## config.mk

```make
export PLATFORM = sky130hd
export DESIGN_NAME = qpu_exu_wbck_router_flat
export DESIGN_NICKNAME = d
export VERILOG_FILES = /design/src/rtl/qpu_exu_wbck_router_if.sv /design/src/rtl/qpu_exu_wbck_router.sv /design/src/flat_wrapper.sv
export SDC_FILE = /design/constraint.sdc
export NUM_CORES = 1
export LEC_CHECK = 0
export CORE_ASPECT_RATIO = 0.7
export CORE_MARGIN = 2
export CORE_UTILIZATION = 58
export CTS_BUF_LIST = sky130_fd_sc_hd__clkbuf_8
export CTS_CLUSTER_SIZE = 10
export DETAILED_ROUTE_END_ITERATION = 8
export GPL_TIMING_DRIVEN = 0
export PLACE_DENSITY_LB_ADDON = 0.15
export SLEW_MARGIN = 20
export SYNTH_ARGS = -nofsm -noshare
export SYNTH_HDL_FRONTEND = slang
export SYNTH_SLANG_ARGS = --single-unit
```

## constraint.sdc

```tcl
create_clock -name clk -period 6.4 [get_ports clk]
set_input_delay 0.64 -clock clk [delete_from_list [all_inputs] [get_ports clk]]
set_output_delay 0.64 -clock clk [all_outputs]
set_load 0.02 [all_outputs]
```

## src/rtl/qpu_exu_wbck_router_if.sv

```systemverilog
// qpu_exu_wbck_router_if: result-in, commit-out and per-channel write-back buses of the router.
// slave is the router's view; master is the ALU group plus commit/write-back consumers.
interface qpu_exu_wbck_router_if #(
    parameter int XLEN    = 32,
    parameter int NCH     = 4,
    parameter int RFIDX_W = 6,
    parameter int PC_W    = 32
);
    logic                    i_valid;
    logic                    i_ready;
    logic [XLEN-1:0]         i_data;
    logic [RFIDX_W-1:0]      i_rdidx;
    logic [NCH-1:0]          i_chsel;
    logic [PC_W-1:0]         i_pc;
    logic                    i_bjp;
    logic                    i_bjp_prdt;
    logic                    i_bjp_rslv;
    logic                    cmt_o_valid;
    logic                    cmt_o_ready;
    logic [PC_W-1:0]         cmt_o_pc;
    logic                    cmt_o_bjp;
    logic                    cmt_o_bjp_prdt;
    logic                    cmt_o_bjp_rslv;
    logic [NCH-1:0]          wbck_o_valid;
    logic [NCH-1:0]          wbck_o_ready;
    logic [NCH*XLEN-1:0]     wbck_o_data;
    logic [NCH*RFIDX_W-1:0]  wbck_o_rdidx;

    modport slave (
        input  i_valid, i_data, i_rdidx, i_chsel, i_pc, i_bjp, i_bjp_prdt, i_bjp_rslv,
        output i_ready,
        output cmt_o_valid, cmt_o_pc, cmt_o_bjp, cmt_o_bjp_prdt, cmt_o_bjp_rslv,
        input  cmt_o_ready,
        output wbck_o_valid, wbck_o_data, wbck_o_rdidx,
        input  wbck_o_ready
    );

    modport master (
        output i_valid, i_data, i_rdidx, i_chsel, i_pc, i_bjp, i_bjp_prdt, i_bjp_rslv,
        input  i_ready,
        input  cmt_o_valid, cmt_o_pc, cmt_o_bjp, cmt_o_bjp_prdt, cmt_o_bjp_rslv,
        output cmt_o_ready,
        input  wbck_o_valid, wbck_o_data, wbck_o_rdidx,
        output wbck_o_ready
    );
endinterface

```

## src/rtl/qpu_exu_wbck_router.sv

```systemverilog
// qpu_exu_wbck_router: one registered commit slot plus NCH independent write-back FIFOs.
// Define QPU_WBCK_BYPASS_EN to forward a result straight onto an empty, ready channel.
module qpu_exu_wbck_router #(
    parameter int XLEN    = 32,
    parameter int NCH     = 4,
    parameter int DEPTH   = 2,
    parameter int RFIDX_W = 6,
    parameter int PC_W    = 32
) (
    input  logic                    clk,
    input  logic                    rst_n,
    qpu_exu_wbck_router_if.slave    bus,
    output logic                    o_err
);
    localparam int PW = DEPTH > 1 ? $clog2(DEPTH) : 1;
    localparam int CW = $clog2(DEPTH + 1);
    localparam logic [CW-1:0] FULL = CW'(DEPTH);
    localparam logic [PW-1:0] LAST = PW'(DEPTH - 1);

    logic            onehot, multi, slot_free, acc;
    logic [NCH-1:0]  can_acc, hit, byp, fifo_vld;
    logic            cmt_vld_q, bjp_q, prdt_q, rslv_q, err_q;
    logic [PC_W-1:0] pc_q;

    assign onehot    = (bus.i_chsel != '0) && ((bus.i_chsel & (bus.i_chsel - 1'b1)) == '0);
    assign multi     = (bus.i_chsel != '0) && !onehot;
    assign slot_free = !cmt_vld_q || bus.cmt_o_ready;
    // i_ready never looks at i_valid; only the target channel's room matters
    assign bus.i_ready = slot_free && (!onehot || |(bus.i_chsel & can_acc));
    assign acc       = bus.i_valid && bus.i_ready;
    assign hit       = {NCH{acc && onehot}} & bus.i_chsel;

`ifdef QPU_WBCK_BYPASS_EN
    assign byp = hit & ~fifo_vld & bus.wbck_o_ready;
`else
    assign byp = '0;
`endif

    always_ff @(posedge clk or negedge rst_n) begin
        if (!rst_n) begin
            cmt_vld_q <= 1'b0;
            pc_q      <= '0;
            bjp_q     <= 1'b0;
            prdt_q    <= 1'b0;
            rslv_q    <= 1'b0;
            err_q     <= 1'b0;
        end else begin
            if (acc) begin
                cmt_vld_q <= 1'b1;
                pc_q      <= bus.i_pc;
                bjp_q     <= bus.i_bjp;
                prdt_q    <= bus.i_bjp & bus.i_bjp_prdt;
                rslv_q    <= bus.i_bjp & bus.i_bjp_rslv;
            end else if (bus.cmt_o_ready) begin
                cmt_vld_q <= 1'b0;
            end
            if (acc && multi) err_q <= 1'b1;
        end
    end

    assign bus.cmt_o_valid    = cmt_vld_q;
    assign bus.cmt_o_pc       = cmt_vld_q ? pc_q : '0;
    assign bus.cmt_o_bjp      = cmt_vld_q & bjp_q;
    assign bus.cmt_o_bjp_prdt = cmt_vld_q & prdt_q;
    assign bus.cmt_o_bjp_rslv = cmt_vld_q & rslv_q;
    assign o_err              = err_q;

    for (genvar k = 0; k < NCH; k++) begin : g_ch
        logic [XLEN-1:0]    dat_q [DEPTH];
        logic [RFIDX_W-1:0] idx_q [DEPTH];
        logic [PW-1:0]      wp_q, rp_q;
        logic [CW-1:0]      cnt_q, cnt_d;
        logic               push, pop;

        assign fifo_vld[k] = cnt_q != '0;
        assign pop         = fifo_vld[k] && bus.wbck_o_ready[k];
        assign push        = hit[k] && !byp[k];
        assign can_acc[k]  = cnt_q != FULL || pop;
        assign cnt_d       = cnt_q + CW'(push) - CW'(pop);

        always_ff @(posedge clk or negedge rst_n) begin
            if (!rst_n) begin
                wp_q  <= '0;
                rp_q  <= '0;
                cnt_q <= '0;
            end else begin
                cnt_q <= cnt_d;
                if (push) wp_q <= wp_q == LAST ? '0 : wp_q + 1'b1;
                if (pop)  rp_q <= rp_q == LAST ? '0 : rp_q + 1'b1;
            end
        end

        // payload storage needs no reset: outputs are gated by the count
        always_ff @(posedge clk) begin
            if (push) begin
                dat_q[wp_q] <= bus.i_data;
                idx_q[wp_q] <= bus.i_rdidx;
            end
        end

        assign bus.wbck_o_valid[k] = fifo_vld[k] || byp[k];
        assign bus.wbck_o_data[k*XLEN +: XLEN] =
            fifo_vld[k] ? dat_q[rp_q] : byp[k] ? bus.i_data : '0;
        assign bus.wbck_o_rdidx[k*RFIDX_W +: RFIDX_W] =
            fifo_vld[k] ? idx_q[rp_q] : byp[k] ? bus.i_rdidx : '0;
    end
endmodule

```

## src/flat_wrapper.sv

```systemverilog
// flat-port wrapper written by rule: the top's interface ports become plain ports
module qpu_exu_wbck_router_flat 
#(
    parameter int XLEN    = 32,
    parameter int NCH     = 4,
    parameter int DEPTH   = 2,
    parameter int RFIDX_W = 6,
    parameter int PC_W    = 32
)
  (clk, rst_n, o_err, bus_i_valid, bus_i_data, bus_i_rdidx, bus_i_chsel, bus_i_pc, bus_i_bjp, bus_i_bjp_prdt, bus_i_bjp_rslv, bus_i_ready, bus_cmt_o_valid, bus_cmt_o_pc, bus_cmt_o_bjp, bus_cmt_o_bjp_prdt, bus_cmt_o_bjp_rslv, bus_cmt_o_ready, bus_wbck_o_valid, bus_wbck_o_data, bus_wbck_o_rdidx, bus_wbck_o_ready);
  qpu_exu_wbck_router_if #(.XLEN(XLEN), .NCH(NCH), .RFIDX_W(RFIDX_W), .PC_W(PC_W)) bus_i ();
  input  logic clk;
  input  logic rst_n;
  output logic o_err;
  input wire logic [$bits(bus_i.i_valid)-1:0] bus_i_valid;
  input wire logic [$bits(bus_i.i_data)-1:0] bus_i_data;
  input wire logic [$bits(bus_i.i_rdidx)-1:0] bus_i_rdidx;
  input wire logic [$bits(bus_i.i_chsel)-1:0] bus_i_chsel;
  input wire logic [$bits(bus_i.i_pc)-1:0] bus_i_pc;
  input wire logic [$bits(bus_i.i_bjp)-1:0] bus_i_bjp;
  input wire logic [$bits(bus_i.i_bjp_prdt)-1:0] bus_i_bjp_prdt;
  input wire logic [$bits(bus_i.i_bjp_rslv)-1:0] bus_i_bjp_rslv;
  output wire logic [$bits(bus_i.i_ready)-1:0] bus_i_ready;
  output wire logic [$bits(bus_i.cmt_o_valid)-1:0] bus_cmt_o_valid;
  output wire logic [$bits(bus_i.cmt_o_pc)-1:0] bus_cmt_o_pc;
  output wire logic [$bits(bus_i.cmt_o_bjp)-1:0] bus_cmt_o_bjp;
  output wire logic [$bits(bus_i.cmt_o_bjp_prdt)-1:0] bus_cmt_o_bjp_prdt;
  output wire logic [$bits(bus_i.cmt_o_bjp_rslv)-1:0] bus_cmt_o_bjp_rslv;
  input wire logic [$bits(bus_i.cmt_o_ready)-1:0] bus_cmt_o_ready;
  output wire logic [$bits(bus_i.wbck_o_valid)-1:0] bus_wbck_o_valid;
  output wire logic [$bits(bus_i.wbck_o_data)-1:0] bus_wbck_o_data;
  output wire logic [$bits(bus_i.wbck_o_rdidx)-1:0] bus_wbck_o_rdidx;
  input wire logic [$bits(bus_i.wbck_o_ready)-1:0] bus_wbck_o_ready;
  assign bus_i.i_valid = bus_i_valid;
  assign bus_i.i_data = bus_i_data;
  assign bus_i.i_rdidx = bus_i_rdidx;
  assign bus_i.i_chsel = bus_i_chsel;
  assign bus_i.i_pc = bus_i_pc;
  assign bus_i.i_bjp = bus_i_bjp;
  assign bus_i.i_bjp_prdt = bus_i_bjp_prdt;
  assign bus_i.i_bjp_rslv = bus_i_bjp_rslv;
  assign bus_i_ready = bus_i.i_ready;
  assign bus_cmt_o_valid = bus_i.cmt_o_valid;
  assign bus_cmt_o_pc = bus_i.cmt_o_pc;
  assign bus_cmt_o_bjp = bus_i.cmt_o_bjp;
  assign bus_cmt_o_bjp_prdt = bus_i.cmt_o_bjp_prdt;
  assign bus_cmt_o_bjp_rslv = bus_i.cmt_o_bjp_rslv;
  assign bus_i.cmt_o_ready = bus_cmt_o_ready;
  assign bus_wbck_o_valid = bus_i.wbck_o_valid;
  assign bus_wbck_o_data = bus_i.wbck_o_data;
  assign bus_wbck_o_rdidx = bus_i.wbck_o_rdidx;
  assign bus_i.wbck_o_ready = bus_wbck_o_ready;
  qpu_exu_wbck_router #(.XLEN(XLEN), .NCH(NCH), .DEPTH(DEPTH), .RFIDX_W(RFIDX_W), .PC_W(PC_W)) u_core (.clk(clk), .rst_n(rst_n), .bus(bus_i), .o_err(o_err));
endmodule
```

# Word-level counts from Yosys, hierarchy flattened

Memories as Yosys holds them, arrays and structs flattened.
Index checks and enable logic that the tools add are counted.

Reductions and logical operators: 26
Bitwise operators: 8
Eq/ne operators: 4
Add/subtract/negate cells: 17
Mux-type cells: 27

Operators by type and width:

| cell                  | number |
|---|---|
| $mux W32              | 5 |
| $mux W6               | 4 |
| $mux W1               | 18 |
| $and A4 B4 Y4         | 3 |
| $logic_and A1 B1 Y1   | 10 |
| $reduce_bool A2 Y1    | 5 |
| $add A1 B1 Y1 const B | 8 |
| $add A2 B1 Y2         | 4 |
| $ne A2 B2 Y1 const B  | 4 |
| $sub A2 B1 Y2         | 4 |
| $logic_or A1 B1 Y1    | 6 |
| $and A1 B1 Y1         | 5 |
| $logic_not A4 Y1      | 1 |
| $reduce_bool A4 Y1    | 1 |
| $reduce_or A4 Y1      | 1 |
| $sub A4 B1 Y4 const B | 1 |
| $logic_not A1 Y1      | 2 |

Bits in writable memories: 304
Word-level logic and storage cells: 108
Flip-flop bits (word level): 53
Memories kept: 8
Output and inout bits: 194

Memories:

| name                 | depth | bits a word | rd ports | clocked after Yosys merged registers in | wr ports | line                      | RTL |
|---|---|---|---|---|---|---|---|
| u_core.g_ch[0].dat_q | 2     | 32          | 1        | 0                                       | 1        | qpu_exu_wbck_router.sv:69 | `logic [XLEN-1:0] dat_q [DEPTH];` |
| u_core.g_ch[1].dat_q | 2     | 32          | 1        | 0                                       | 1        | qpu_exu_wbck_router.sv:69 |  |
| u_core.g_ch[2].dat_q | 2     | 32          | 1        | 0                                       | 1        | qpu_exu_wbck_router.sv:69 |  |
| u_core.g_ch[3].dat_q | 2     | 32          | 1        | 0                                       | 1        | qpu_exu_wbck_router.sv:69 |  |
| u_core.g_ch[0].idx_q | 2     | 6           | 1        | 0                                       | 1        | qpu_exu_wbck_router.sv:70 | `logic [RFIDX_W-1:0] idx_q [DEPTH];` |
| u_core.g_ch[1].idx_q | 2     | 6           | 1        | 0                                       | 1        | qpu_exu_wbck_router.sv:70 |  |
| 2 more memories      | --    | --          | --       | --                                      | --       | --                        |  |

# Longest topological paths before layout

Gate-level depths: netlist of run 1.

Word-level depth: 12
Gate-level depth with buffers: 10
Mapped depth without buffers: 10

# Worst setup path before layout of run 1

Ideal clock, no wire load.

Path type: input-to-reg
From: input bus_i_chsel[2]
To: memory u_core.g_ch[1].dat_q[0][0] (enable)
Path buffers: 0
Setup slack: 2.813 ns
Data arrival time: 3.149 ns
Cell stages on the path: 5
Data required time: 5.962 ns
Path through: xor2_1 mux2i_1 o21ai_2 and4_1 nor2b_1

Word-level cells in the longest chain between the ends: 12
Elaborated cells between the ends (all ways): 15

RTL lines:

| element                         | line                      | RTL |
|---|---|---|
| start: declaration              | flat_wrapper.sv:18        | `input wire logic [$bits(bus_i.i_chsel)-1:0] bus_i_chsel;` |
| $sub A4 B1 Y4                   | qpu_exu_wbck_router.sv:25 | `assign onehot = (bus.i_chsel != '0) && ((bus.i_chsel & (bus.i_chsel - 1'b1)) == '0);` |
| $and A4 B4 Y4                   | qpu_exu_wbck_router.sv:25 |  |
| $logic_not A4 Y1                | qpu_exu_wbck_router.sv:25 |  |
| $logic_and A1 B1 Y1             | qpu_exu_wbck_router.sv:25 |  |
| $logic_not A1 Y1                | qpu_exu_wbck_router.sv:29 | `assign bus.i_ready = slot_free && (!onehot \|\| \|(bus.i_chsel & can_acc));` |
| $logic_or A1 B1 Y1              | qpu_exu_wbck_router.sv:29 |  |
| $logic_and A1 B1 Y1             | qpu_exu_wbck_router.sv:29 |  |
| $logic_and A1 B1 Y1             | qpu_exu_wbck_router.sv:30 | `assign acc = bus.i_valid && bus.i_ready;` |
| $logic_and A1 B1 Y1 *           | qpu_exu_wbck_router.sv:31 | `assign hit = {NCH{acc && onehot}} & bus.i_chsel;` |
| $and A4 B4 Y4 *                 | qpu_exu_wbck_router.sv:31 |  |
| $mux W1 *                       | qpu_exu_wbck_router.sv:95 | `if (push) begin` |
| $mux W1 (implied by the code) * | qpu_exu_wbck_router.sv:96 | `dat_q[wp_q] <= bus.i_data;` |
| end: declaration                | qpu_exu_wbck_router.sv:69 |  |

Mark *: on every way between the ends. The rest lies on a longest branch, timed or not.

# Worst setup path after layout of run 1

From: register u_core.g_ch[1].cnt_q[0]
To: output bus_wbck_o_data[46]

Word-level cells in the longest chain between the ends: 2

RTL lines:

| element                  | line                       | RTL |
|---|---|---|
| start: declaration       | qpu_exu_wbck_router.sv:72  | `logic [CW-1:0] cnt_q, cnt_d;` |
| start signal: assignment | qpu_exu_wbck_router.sv:87  | `cnt_q <= cnt_d;` |
| $reduce_bool A2 Y1       | qpu_exu_wbck_router.sv:75  | `assign fifo_vld[k] = cnt_q != '0;` |
| $mux W32                 | qpu_exu_wbck_router.sv:103 | `fifo_vld[k] ? dat_q[rp_q] : byp[k] ? bus.i_data : '0;` |
| end: declaration         | flat_wrapper.sv:31         | `output wire logic [$bits(bus_i.wbck_o_data)-1:0] bus_wbck_o_data;` |

Every way passes these cells.

==> results by group, run 1 <==
Outcome
  – Status: finished, final reports clean

Setup path
  – Worst-path fanout max: 10
  – CP arrival: around 3000 ps
  – Startpoint type of the worst setup path: flop
  – Critical path class: reg -> out
  – Worst reg-to-reg path cell count: 6
  – Crit end category: primary output
  – Data required, critical path: ~5800 ps

Die
  – Die width: 190 um
  – Starting Density: between 50 and 60%
  – Die Height: 134 um
  – FP Rows: 47
  – Die ar.: 0.0255 mm2
  – Core ar.: 0.0237 mm2
  – Io pins: about 280

Timing
  – Actual slew at the worst max-slew pin: 992 ps
  – Max Fclk: ~270 MHz
  – Hold_ws: ~120 ps
  – Max Slew Vio Count: 0
  – Min Tclk post-route: 3660 ps
  – Setup TNS: 0 ps
  – RSZ-0062 raised after global routing: no
  – Setup Skew: 32.9 ps
  – Relative slew margins: between 30 and 40%
  – Final Hold Fails: 0
  – Final setup viols: 0
  – Part of the cycle the worst path needs: between 50% and 60%

Clock network
  – Clk buf depth: 3
  – CTS root buffer: clkbuf_8
  – Setup Buffers After CTS: 0
  – Clock Latency Late Sink: approximately 570 ps
  – Clock Pin Slew Worst Setup and Hold Paths: 60 ps
  – H-tree levels: 2
  – CTS buffer count: 52
  – Clock tree from TritonCTS: done
  – Hold_buf cts: 0
  – Cts repair resizes: 0
  – Clk sink count: 357

Drt
  – Per-cell routed wire length: 21.3 um
  – DR DRC count: 0
  – Routed vias/inst: 5.38
  – DR iter-0 viols: 773
  – Final WL: between 30,000 and 40,000 um
  – Total vias in the final route: 8,342
  – Final antenna-violating net count: 0
  – Drt pass-1 iters: 5

Flow run
  – Max-Cap Viols: 0

Pwr
  – Maximum VDD drop: about 0.00034 V
  – Leak: 0.00700 uW
  – PwrDens: 417 mW/mm2

Synth
  – Yosys warns: 0
  – Number of synthesized flops with an enable pin: 304
  – Ys async rst share: 14.8%
  – Yosys cell types: 34
  – Post-Syn Area per Cell: 16.4 um2
  – Syn nets: 952
  – Post-synthesis cell count: 859
  – Synthesized cell area: around 0.014 mm2
  – Most used DFF post-synth: edfxtp_1
  – Yosys reg bits: 357
  – Seq/Total Area, Yosys: 74.4%

Placement
  – PortBufs: approximately 280
  – DP Wirelength: 22,200 um
  – RD Place Congestion: 0.812

Global route
  – Gr ovfl total: 0
  – Number of global-route vias before repair: 8,310
  – Total GRT Usage: 26.1%
  – First-pass GRT wire length: 49,100 um
  – Largest net degree at the start of global routing: between 50 and 60
  – Initial antenna violation count: 0

Cells and area
  – Commonest non-fill, non-tap cell in the layout: edfxtp_1
  – Layout cells sized above 1: 10.0%
  – N_diodes: 0
  – Layout area overhead: 31.1%
  – FILL cells: between 1,000 and 1,500
  – Fin nets: around 1,300
  – Commonest cells after routing, fill and taps aside: edfxtp_1 (304), clkdlybuf4s50_1 (277), nor2_1 (159)

Hold path
  – Hold Crit Class: in -> async
## power breakdown
group          switching (uW)  total [uW]  leakage, uW  internal, uW
Combinational            1820        3240      0.00307          1420
Sequential               73.7        2740      0.00336          2670
Clock                     817        1690     0.000567           877
## critical path, cell delays in order (launching register included)
cell	delay (ps)
dfrtp_1	390
nor2_1	210
clkbuf_1	540
clkbuf_1	570
nor2_1	170
clkdlybuf4s50_1	580
## layout make-up
type	count	area [um2]	share of cell area [%]
Buffer	43	194	1.05
Sequential cell	357	10500	56.8
Tap cell	318	398	2.16
Multi-Input combinational cell	446	3380	18.4
Inverter	13	48.8	0.265
Clock buffer	56	771	4.19
Timing Repair Buffer	287	2980	16.2
Clock inverter	32	178	0.965
## cell usage after synthesis, types with 5 or more instances
cell type	n	area (um2)
and2_1	42	263
inv_1	13	48.8
edfxtp_1	304	9130
dfrtp_1	53	1330
buf_2	8	40.0
mux2_4	28	420
ha_1	8	100
xnor2_1	11	96.3
nor2_1	162	608
clkbuf_1	31	116
mux2i_1	153	1530
xor2_1	6	52.6
mux2_2	5	56.3
## path summary, 6_finish.rpt
check / from / endpoint / slack, ps
worst max-delay path: u_core.g_ch[1].cnt_q[0] / bus_wbck_o_data[46] / 2740
worst min-delay path: rst_n / u_core.pc_q[13] / 120
worst max register to register: u_core.bus.cmt_o_valid / u_core.g_ch[1].dat_q[0][1] / 3750
worst min register to register: u_core.o_err / u_core.o_err / 470
max in group asynchronous: rst_n / u_core.pc_q[23] / 5770
min in group clk: u_core.o_err / u_core.o_err / 470
## flip-flops by register name (all words and copies together) (netlist names)
signal,count
u_core.o_err,1
u_core.g_ch.dat_q,256
u_core.g_ch.wp_q,4
u_core.rslv_q,1
u_core.pc_q,32
u_core.g_ch.idx_q,48
u_core.prdt_q,1
u_core.bus.cmt_o_valid,1
u_core.g_ch.cnt_q,8
u_core.g_ch.rp_q,4
u_core.bjp_q,1
## through the flow
stage          instances  cell area (um2)  setup WS (ps)  total power [uW]  utilization (%)
4_1_cts             1552            18400           2700              7720             77.7
3_5_place_dp        1464            17500           2890              6030             73.7
6_report            1552            18400           2740              7680             77.7
2_1_floorplan        859            14000           2810              4520                -
3_3_place_gp        1455            17200            685              5990             72.7
5_1_grt             1552            18400           2600              8000             77.7
## logic make-up (layout without fill, tap and decap cells)
family,count (synthesis),count (layout),synth area share (%)
multiplexers,186,186,14.3
XOR/XNOR,17,17,1.06
flip-flops,357,357,74.4
adder cells (fa/ha/maj),8,8,0.713
buffers and inverters,56,431,1.73
AO/OA/AOI/OAI,10,10,0.570
AND/OR/NAND/NOR,225,225,7.20
## routing by layer
metal / share of wire [%] / track usage [%] / up-vias
met3: 7.5 / 5.05 / 35
met4: 1.0 / 5.51 / 0
li1: - / - / 3797
met5: 0 / 0 / -
met1: 45 / 39.2 / 4172
met2: 46 / 40.2 / 338
Power figures use the tool's default switching activity.
==> inputs of run 2 (changes only) <==
--- a/config.mk
+++ b/config.mk
@@ -7,7 +7,7 @@
 export LEC_CHECK = 0
 export CORE_ASPECT_RATIO = 0.7
 export CORE_MARGIN = 2
-export CORE_UTILIZATION = 58
+export CORE_UTILIZATION = 53
 export CTS_BUF_LIST = sky130_fd_sc_hd__clkbuf_8
 export CTS_CLUSTER_SIZE = 10
 export DETAILED_ROUTE_END_ITERATION = 8
==> constraint.sdc (replaced) <==
create_clock -name clk -period 3.5 [get_ports clk]
set_input_delay 0.35 -clock clk [delete_from_list [all_inputs] [get_ports clk]]
set_output_delay 0.35 -clock clk [all_outputs]
set_load 0.02 [all_outputs]
==> results by group, run 2 (synthesis results as in run 1) <==
Setup path
  – WP buf/inv: 3 (unchanged)
  – CP Cell Sequence: nor2_1, clkbuf_1, clkbuf_1, nor2_1, clkdlybuf4s50_1
  – Crit end category: primary output
  – Worst-path fanout max: 10 (unchanged)
  – Worst path slowest cell: clkdlybuf4s50_1
  – Slowest stage delay, CP: 600 ps (+20 ps)
  – CP arrival: 2980 ps (-40 ps)
  – Critical path class: reg -> out
  – Data required, critical path: 3150 ps (-2610 ps)
  – R2r setup slk: 780 ps (-2970 ps)
  – Crit-path leading delay family: buffers and inverters
  – Startpoint type of the worst setup path: flop

Hold path
  – Hold Crit Class: in -> reg

Drt
  – Wl on met1: 15,300 um (+2.2%)
  – Per-cell routed wire length: 20.9 um (-1.9%)
  – DR DRC count: 0 (unchanged)
  – Routed vias/inst: 5.17 (-3.9%)
  – Final WL: 33,300 um (+0.89%)
  – Met2 Routed Length: 14,600 um (-4.1%)
  – DR iter-0 viols: 576 (-25%)
  – Total vias in the final route: 8,248 (-1.1%)
  – Drt pass-1 iters: 5 (unchanged)
  – Final antenna-violating net count: 0 (unchanged)
  – Met3 wire length: 2500 um (+0.85%)
  – Max Used Layer: met4

Timing
  – Setup TNS: 0 ps (unchanged)
  – Relative slew margins: 34.9% (+1.1 points)
  – Setup WS post-layout: 169 ps (-2570 ps)
  – Min Tclk post-route: 3330 ps
  – Actual slew at the worst max-slew pin: 976 ps (-15.9 ps)
  – Final setup viols: 0 (unchanged)
  – Final Hold Fails: 0 (unchanged)
  – Hold_ws: 354 ps (+236 ps)
  – Setup Skew: 26.9 ps (-6.00 ps)
  – Max Fclk: about 300 MHz
  – Part of the cycle the worst path needs: between 90 and 100%
  – RSZ-0062 raised after global routing: no
  – Max Slew Vio Count: 0 (unchanged)

Cells and area
  – Layout cells sized above 1: 10.1% (+0.040 points)
  – Top reg by flops: u_core.g_ch.dat_q
  – Commonest cells after routing, fill and taps aside: edfxtp_1 (304), clkdlybuf4s50_1 (277), nor2_1 (159)
  – Layout area overhead: 31.4%
  – Fin nets: 1,293 (unchanged)
  – Finished Cell Area: 0.0185 mm2 (+0.22%)
  – Commonest non-fill, non-tap cell in the layout: edfxtp_1
  – Number of flip-flops in the largest register: 256 (unchanged)
  – Largest regs: u_core.g_ch.dat_q: 256 flops, u_core.g_ch.idx_q: 48 flops, u_core.pc_q: 32 flops
  – N_diodes: 0 (unchanged)

Global route
  – Total GRT Usage: 24.6% (-1.4 points)
  – Number of global-route vias before repair: 8,343 (+0.40%)
  – Largest net degree at the start of global routing: 54 (unchanged)
  – First-pass GRT wire length: 50,200 um (+2.2%)
  – Gr ovfl total: 0 (unchanged)
  – Initial antenna violation count: 1 (+1)

Clock network
  – Clk buf depth: 3 (unchanged)
  – Clock tree from TritonCTS: done
  – Clock Latency Late Sink: 590 ps (+20 ps)
  – H-tree levels: 2 (unchanged)
  – CTS root buffer: clkbuf_8
  – Clk sink count: 357 (unchanged)
  – Clock Pin Slew Worst Setup and Hold Paths: 70 ps (about the same)
  – CTS buffer count: 51 (-1.9%)

Placement
  – Worst Setup Slack post-DPL: 239 ps (-2650 ps)
  – Post-DP Area: 0.0175 mm2 (+0.44%)
  – DP Wirelength: 22,400 um (+1.1%)
  – RD Place Congestion: 0.789 (-2.8%)
  – PortBufs: 278 (unchanged)

Flow run
  – Max-Cap Viols: 0 (unchanged)

Die
  – Die Height: 140 um (+4.5%)
  – Die width: 199 um (+4.5%)
  – Io pins: 279 (unchanged)
  – Die ar.: 0.0278 mm2 (+9.2%)
  – FP Rows: 49 (+4.3%)
  – Core ar.: 0.0259 mm2 (+9.2%)
  – Starting Density: 54.3% (-5.0 points)

Pwr
  – Flop pwr share: 36.1% (+0.4 points)
  – Leak: 0.00700 uW (about the same)
  – Maximum VDD drop: 0.000468 V (+36%)
  – Cell-internal power: 8930 uW (+80%)
  – Switch Pwr: 4980 uW (+84%)
  – Sw Share: 35.8% (+0.53 points)
  – Comb power frac: 42.8% (+0.6 points)
  – Clock share of power: 21.1% (-1.0 points)
  – PwrDens: 754 mW/mm2 (+81%)

Outcome
  – Status: finished, final reports clean
-- run 2: per-stage QoR --
stage | total power [uW] | util, % | std cells
6_report | 13900 | 71.3 | 1596
5_1_grt | 14500 | 71.3 | 1596
4_1_cts | 14000 | 71.3 | 1596
3_5_place_dp | 11100 | 67.8 | 1503
3_3_place_gp | 11000 | 66.8 | 1494
2_1_floorplan | 8270 | - | 859
-- run 2: path summary, 6_finish.rpt --
path / from / endpoint / cells after the start
worst min register to register: u_core.o_err / u_core.o_err / 2
worst max register to register: u_core.bus.cmt_o_valid / u_core.g_ch[1].dat_q[0][30] / 7
worst max-delay path: u_core.g_ch[3].cnt_q[1] / bus_wbck_o_data[122] / 5
min in group asynchronous: rst_n / u_core.pc_q[8] / 2
worst min-delay path: bus_i_bjp_prdt / u_core.prdt_q / 3
max in group asynchronous: rst_n / u_core.pc_q[25] / 2
-- run 2: power by group through the flow --
stage	Combinational [uW]	Clock, uW	Sequential, uW
after global routing	6320	3180	5040
after floorplan	3210	0	5060
final	5960	2930	5020
after detailed placement	5980	0	5100
after CTS	6010	2990	5020
after global placement	5910	0	5090
-- run 2: area by class of cell --
type	count	area, um2
sequential	357	10500
fill	1733	7420
multi-input combinational	446	3390
timing repair buffer	288	3020
clock buffer	55	757
tap	357	447
buffer	43	198
clock inverter	37	141
inverter	13	48.8
-- run 2: routing by layer --
layer / up-vias / global-route usage (%)
met1: 4044 / 36.9
met5: - / 0
met2: 342 / 36.2
met4: 0 / 8.25
met3: 63 / 5.25
li1: 3799 / -
-- run 2: repair_timing --
| action | in CTS | in global routing |
|---|---|---|
| hold buffers | 1 | 0 |
| setup endpoints to repair | 0 | 11 |
| setup buffers | 0 | 0 |
| gates resized for setup | 0 | 6 |
| hold endpoints to repair | 53 | 0 |
-- run 2: tightest hold or removal path, stage by stage --
cell and delay (ps):
clkdlybuf4s50_1 400, nand3_1 70, o22ai_1 70
